### src/rtl/uart_tx_sched.sv
// uart_tx_sched: shares one UART transmitter between NUM_REQ byte sources,
// granting round-robin at packet granularity with a mid-packet gap watchdog.
module uart_tx_sched #(
    parameter int unsigned NUM_REQ = 4,
    parameter int unsigned MAX_GAP = 1024
) (
    input  logic                       clk,
    input  logic                       rst,
    input  logic [NUM_REQ-1:0]         req_valid,
    input  logic [8*NUM_REQ-1:0]       req_data,
    input  logic [NUM_REQ-1:0]         req_last,
    input  logic [NUM_REQ-1:0]         cfg_two_stop,
    input  logic [NUM_REQ-1:0]         cfg_odd_parity,
    output logic [NUM_REQ-1:0]         req_ready,
    input  logic                       tx_ready,
    input  logic                       tx_done,
    output logic [7:0]                 tx_data,
    output logic                       tx_start,
    output logic                       two_stop,
    output logic                       odd_parity,
    output logic [NUM_REQ-1:0]         grant,
    output logic                       timeout,
    output logic [$clog2(NUM_REQ)-1:0] timeout_id
);

    localparam int unsigned IDW = $clog2(NUM_REQ);
    localparam int unsigned GW  = $clog2(MAX_GAP + 1);

    typedef enum logic [1:0] {IDLE, LOAD, SEND} state_t;

    state_t           state, state_nxt;
    logic [IDW-1:0]   last_grant, last_grant_nxt;
    logic [IDW-1:0]   grant_idx, grant_idx_nxt;
    logic             last_r, last_nxt;
    logic [GW-1:0]    gap_cnt, gap_nxt;
    logic [NUM_REQ-1:0] grant_nxt;
    logic [7:0]       tx_data_nxt;
    logic             tx_start_nxt;
    logic             two_stop_nxt;
    logic             odd_parity_nxt;
    logic             timeout_nxt;
    logic [IDW-1:0]   timeout_id_nxt;

    logic             win_found;
    logic [IDW-1:0]   win_idx;
    logic [IDW-1:0]   scan_idx;

    logic             g_valid;
    logic             g_last;
    logic [7:0]       g_data;

    assign g_valid = req_valid[grant_idx];
    assign g_last  = req_last[grant_idx];
    assign g_data  = req_data[{grant_idx, 3'b000} +: 8];

    // Round-robin search: first valid requester after last_grant, wrapping.
    always_comb begin
        win_found = 1'b0;
        win_idx   = '0;
        scan_idx  = '0;
        for (int unsigned k = 1; k <= NUM_REQ; k++) begin
            scan_idx = IDW'((32'(last_grant) + k) % NUM_REQ);
            if (!win_found && req_valid[scan_idx]) begin
                win_found = 1'b1;
                win_idx   = scan_idx;
            end
        end
    end

    // Next-state and next-output logic.
    always_comb begin
        state_nxt      = state;
        last_grant_nxt = last_grant;
        grant_idx_nxt  = grant_idx;
        last_nxt       = last_r;
        gap_nxt        = gap_cnt;
        grant_nxt      = grant;
        tx_data_nxt    = tx_data;
        tx_start_nxt   = 1'b0;
        two_stop_nxt   = two_stop;
        odd_parity_nxt = odd_parity;
        timeout_nxt    = 1'b0;
        timeout_id_nxt = timeout_id;
        req_ready      = '0;
        case (state)
            IDLE: begin
                if (win_found) begin
                    state_nxt            = LOAD;
                    grant_nxt            = '0;
                    grant_nxt[win_idx]   = 1'b1;
                    grant_idx_nxt        = win_idx;
                    last_grant_nxt       = win_idx;
                    two_stop_nxt         = cfg_two_stop[win_idx];
                    odd_parity_nxt       = cfg_odd_parity[win_idx];
                    gap_nxt              = '0;
                end
            end
            LOAD: begin
                if (gap_cnt == GW'(MAX_GAP - 1)) begin
                    // Gap budget exhausted: revoke (timeout already pulsed).
                    state_nxt = IDLE;
                    grant_nxt = '0;
                end else if (tx_ready && g_valid) begin
                    req_ready[grant_idx] = 1'b1;
                    tx_data_nxt          = g_data;
                    tx_start_nxt         = 1'b1;
                    last_nxt             = g_last;
                    gap_nxt              = '0;
                    state_nxt            = SEND;
                end else if (!g_valid) begin
                    gap_nxt = gap_cnt + GW'(1);
                    if (gap_cnt == GW'(MAX_GAP - 2)) begin
                        timeout_nxt    = 1'b1;
                        timeout_id_nxt = grant_idx;
                    end
                end
            end
            SEND: begin
                if (tx_done) begin
                    if (last_r) begin
                        state_nxt = IDLE;
                        grant_nxt = '0;
                    end else begin
                        state_nxt = LOAD;
                        gap_nxt   = '0;
                    end
                end
            end
            default: begin
                state_nxt = IDLE;
                grant_nxt = '0;
            end
        endcase
    end

    // State and registered outputs.
    always_ff @(posedge clk or posedge rst) begin
        if (rst) begin
            state      <= IDLE;
            last_grant <= IDW'(NUM_REQ - 1);
            grant_idx  <= '0;
            last_r     <= 1'b0;
            gap_cnt    <= '0;
            grant      <= '0;
            tx_data    <= 8'h00;
            tx_start   <= 1'b0;
            two_stop   <= 1'b0;
            odd_parity <= 1'b0;
            timeout    <= 1'b0;
            timeout_id <= '0;
        end else begin
            state      <= state_nxt;
            last_grant <= last_grant_nxt;
            grant_idx  <= grant_idx_nxt;
            last_r     <= last_nxt;
            gap_cnt    <= gap_nxt;
            grant      <= grant_nxt;
            tx_data    <= tx_data_nxt;
            tx_start   <= tx_start_nxt;
            two_stop   <= two_stop_nxt;
            odd_parity <= odd_parity_nxt;
            timeout    <= timeout_nxt;
            timeout_id <= timeout_id_nxt;
        end
    end

endmodule

### config.mk
export PLATFORM = sky130hd
export DESIGN_NAME = uart_tx_sched
export DESIGN_NICKNAME = d
export VERILOG_FILES = /design/src/rtl/uart_tx_sched.sv
export SDC_FILE = /design/constraint.sdc
export NUM_CORES = 1
export LEC_CHECK = 0
export CAP_MARGIN = 20
export CORE_MARGIN = 10
export CORE_UTILIZATION = 46
export CTS_BUF_LIST = sky130_fd_sc_hd__clkbuf_4 sky130_fd_sc_hd__clkbuf_8
export CTS_CLUSTER_SIZE = 24
export DETAILED_ROUTE_END_ITERATION = 7
export HOLD_SLACK_MARGIN = 0.15
export PLACE_DENSITY = 0.83
export SLEW_MARGIN = 20
export SYNTH_ARGS = -nofsm -noshare
export SYNTH_HDL_FRONTEND = slang
export SYNTH_SLANG_ARGS = --single-unit
### constraint.sdc
create_clock -name clk -period 2.74 [get_ports clk]
set_input_delay 0.274 -clock clk [delete_from_list [all_inputs] [get_ports clk]]
set_output_delay 0.274 -clock clk [all_outputs]
set_load 0.02 [all_outputs]
==> impl_metrics.csv <==
group,metric,value,unit
outcome,outcome,"finished clean",
die,fp.dieW,87.0,um
setup_path,crit_type,"reg -> out",
yosys,synth-async-reset-ratio,100,%
yosys,yosys-top-cells-area,"dfrtp_1, mux4_2, mux2_2",
power,powerDensity,941,nW/um^2
routing,drc,0,
global_route,first_global_vias,1881,
yosys,synth_edf_count,0,
die,die_h,87.0,um
timing,fin_ws,0.228,ns
timing,skew,0.00859,ns
finish,nNetsFinal,334,
finish,drive_gt1_share,20.3,%
cts,htree_num_levels,2,
yosys,syn_nets,249,
timing,max_freq,0.398,GHz
finish,syn2layout_area_growth,47.5,%
die,die-area,7580,um^2
global_route,grt_usage,15.8,%
routing,firstDrtPassIters,4,
setup_path,endpoint_kind,"output port",
power,peakVddDrop,0.475,mV
global_route,globalRoute.totalOverflow,0,
yosys,synth_area,2070,um^2
die,initial_core_util,47.5,%
cts,cts.clk_slew.worst_paths,0.07,ns
timing,final.min_clock_period,2.51,ns
timing,worst_pin_slew,0.761,ns
timing,fin_setup_tns,0,ns
routing,vias,1866,
die,rows,24,
finish,final_cell_count_no_fill,333,
routing,wl_per_cell,18.1,um
yosys,netlist.area_leader.share,41.2,%
power,netSwitchingFraction,38.7,%
placement,dp_hpwl,4750,um
cts,numCtsBuffers,5,
cts,holdBufCountCts,0,
setup_path,cp-start-kind,"flip-flop",
timing,hold_viol,0,
placement,gp_congestion,0.853,
routing,dr.max_layer_used,"met4",
power,p_switching,0.00111,W
placement,dp_slack,0.140,ns
routing,first_iter_violations,127,
setup_path,regToRegStartpoint,"gap_cnt[0]$_DFFE_PP0P_",
cts,root_buffer,"clkbuf_8",
routing,wl_met2,3080,um
finish,n_fill_cell,310,
cts,clock_path_buffers,2,
routing,route.met3.wl,396,um
yosys,synth_seq_area_share,43.7,%
power,intPower,0.00176,W
power,clockPowerShare,16.0,%
routing,vias_per_cell,5.60,
die,core,4350,um^2
yosys,yosysWarnings,0,
yosys,synth_ff_type,"dfrtp_1",
timing,rsz0062_at_grt,"false",
yosys,ys_seq_elements,36,
routing,wl,6020,um
worst_hold_path,hold_class,"in -> async",
placement,port_buffers,73,
finish,diodes,0,
global_route,grt_pass1_wl,9520,um
timing,hold_slack,0.396,ns
power,p_total,0.00287,W
power,p_seq_share,30.5,%
timing,finalSetupViolCount,0,
timing,fin_crit_sh,91.7,%
timing,slew_violations,0,
die,io_pins,74,
yosys,synth_cell_types,45,
yosys,avgSynthCellArea,10.6,um^2
power,leakage,1.35,nW
setup_path,worstPathRequired,2.47,ns
yosys,yosysTopAreaCell,"dfrtp_1",
setup_path,arrival,2.24,ns
global_route,antenna_found_initial,0,
cts,cts.sinks,36,
cts,cts_tree,"yes",
routing,m1WireLength,2480,um
cts,clock_latency,0.29,ns
global_route,grt_max_degree,37,
flow_run,maxCapViolCount,0,
power,p_comb_share,53.5,%
yosys,syn-instance-count,195,
timing,relSlewSlack,48.9,%
routing,ant_nets,0,
setup_path,cp-startpoint,"gap_cnt[0]$_DFFE_PP0P_",
placement,dp_cells,325,
setup_path,critPathMaxFanout,6,
-- cell usage in the layout (no fill, tap or decap), types with 5 or more instances in the layout --
| cell | instances |
|---|---|
| a21oi_1 | 8 |
| and3_1 | 7 |
| buf_4 | 14 |
| clkbuf_8 | 5 |
| clkdlybuf4s50_1 | 69 |
| dfrtp_1 | 34 |
| inv_1 | 7 |
| mux2_2 | 11 |
| mux4_2 | 10 |
| nand2_1 | 19 |
| nor2_1 | 13 |
| nor3_1 | 7 |
| o21ai_0 | 15 |
-- cell usage after synthesis (all sizes together), types with 4 or more instances --
library cell and count:
buf 5, and3 8, nand3 4, nor3 9
a21oi 8, nand2 19, inv 7, mux2 12
o21ai 15, o22a 4, clkbuf 4, nor2 13
dfrtp 34, nand2b 4, mux4 10
-- kinds of logic after synthesis --
family	share of synthesized area, %
multiplexers	18.4
buffers and inverters	3.45
AO/OA/AOI/OAI	14.6
flip-flops	43.7
AND/OR/NAND/NOR	18.6
adder cells (fa/ha/maj)	1.21
-- layer usage --
layer  vias to the layer above  GRT usage (%)
met3                         5           5.24
met4                         0           3.24
li1                        895              -
met1                       902           18.3
met5                         -              0
met2                        64           27.6
-- power groups by stage --
| stage | Clock, W | Sequential, W | Combinational, W |
|---|---|---|---|
| 6_report | 0.000460 | 0.000875 | 0.00153 |
| 5_1_grt | 0.000499 | 0.000907 | 0.00165 |
| 4_1_cts | 0.000474 | 0.000872 | 0.00154 |
| 3_5_place_dp | 0 | 0.000880 | 0.00153 |
| 3_3_place_gp | 0 | 0.000869 | 0.00149 |
| 2_1_floorplan | 0 | 0.000969 | 0.000846 |
-- final cells by class --
class                      instances  area (um^2)  area share (%)
multi-input combinational        143         1100            36.1
sequential                        36          903            29.6
timing repair buffer              87          842            27.6
clock buffer                       5         68.8            2.26
tap                               52         65.1            2.13
clock inverter                     3         42.5            1.40
inverter                           7         26.3           0.862
-- critical path, stage by stage (launching register included) --
cell	delay, ns
dfrtp_1	0.41
ha_1	0.25
and3_1	0.23
a31oi_2	0.19
and3_2	0.29
nor3b_1	0.22
dlygate4sd2_1	0.36
-- sequential cells by signal (all words and copies together), names as in the netlist --
signal / cells
grant_idx: 2
last_r: 1
tx_data: 8
grant: 4
last_grant: 2
odd_parity: 1
gap_cnt: 11
timeout_id: 2
state: 2
tx_start: 1
two_stop: 1
timeout: 1
-- final timing paths --
check	to	depth (start not counted)	slack, ns
setup reg to reg	last_r$_DFFE_PP0P_	6	0.71
max in group asynchronous	last_grant[0]$_DFFE_PP1P_	3	1.99
hold / removal	tx_data[3]$_DFFE_PP0P_	3	0.40
min in group clk	grant[0]$_DFFE_PP0P_	2	0.48
hold reg to reg	grant[0]$_DFFE_PP0P_	2	0.48
setup / recovery	req_ready[0]	6	0.23
-- stage by stage --
stage / instance area (um^2) / utilization (%)
CTS: 3030 / 69.7
global placement: 2920 / 67.1
detailed placement: 2920 / 67.1
floorplan: 2070 / -
finish: 3050 / 70.0
global route: 3050 / 70.0
-- repair_timing --
item / CTS / global route
pin swaps: 0 / 0
buffers inserted: 0 / 0
endpoints found under the setup margin: 4 / 3
resized for setup: 2 / 4
No activity file was read; power rests on OpenSTA's default activity.
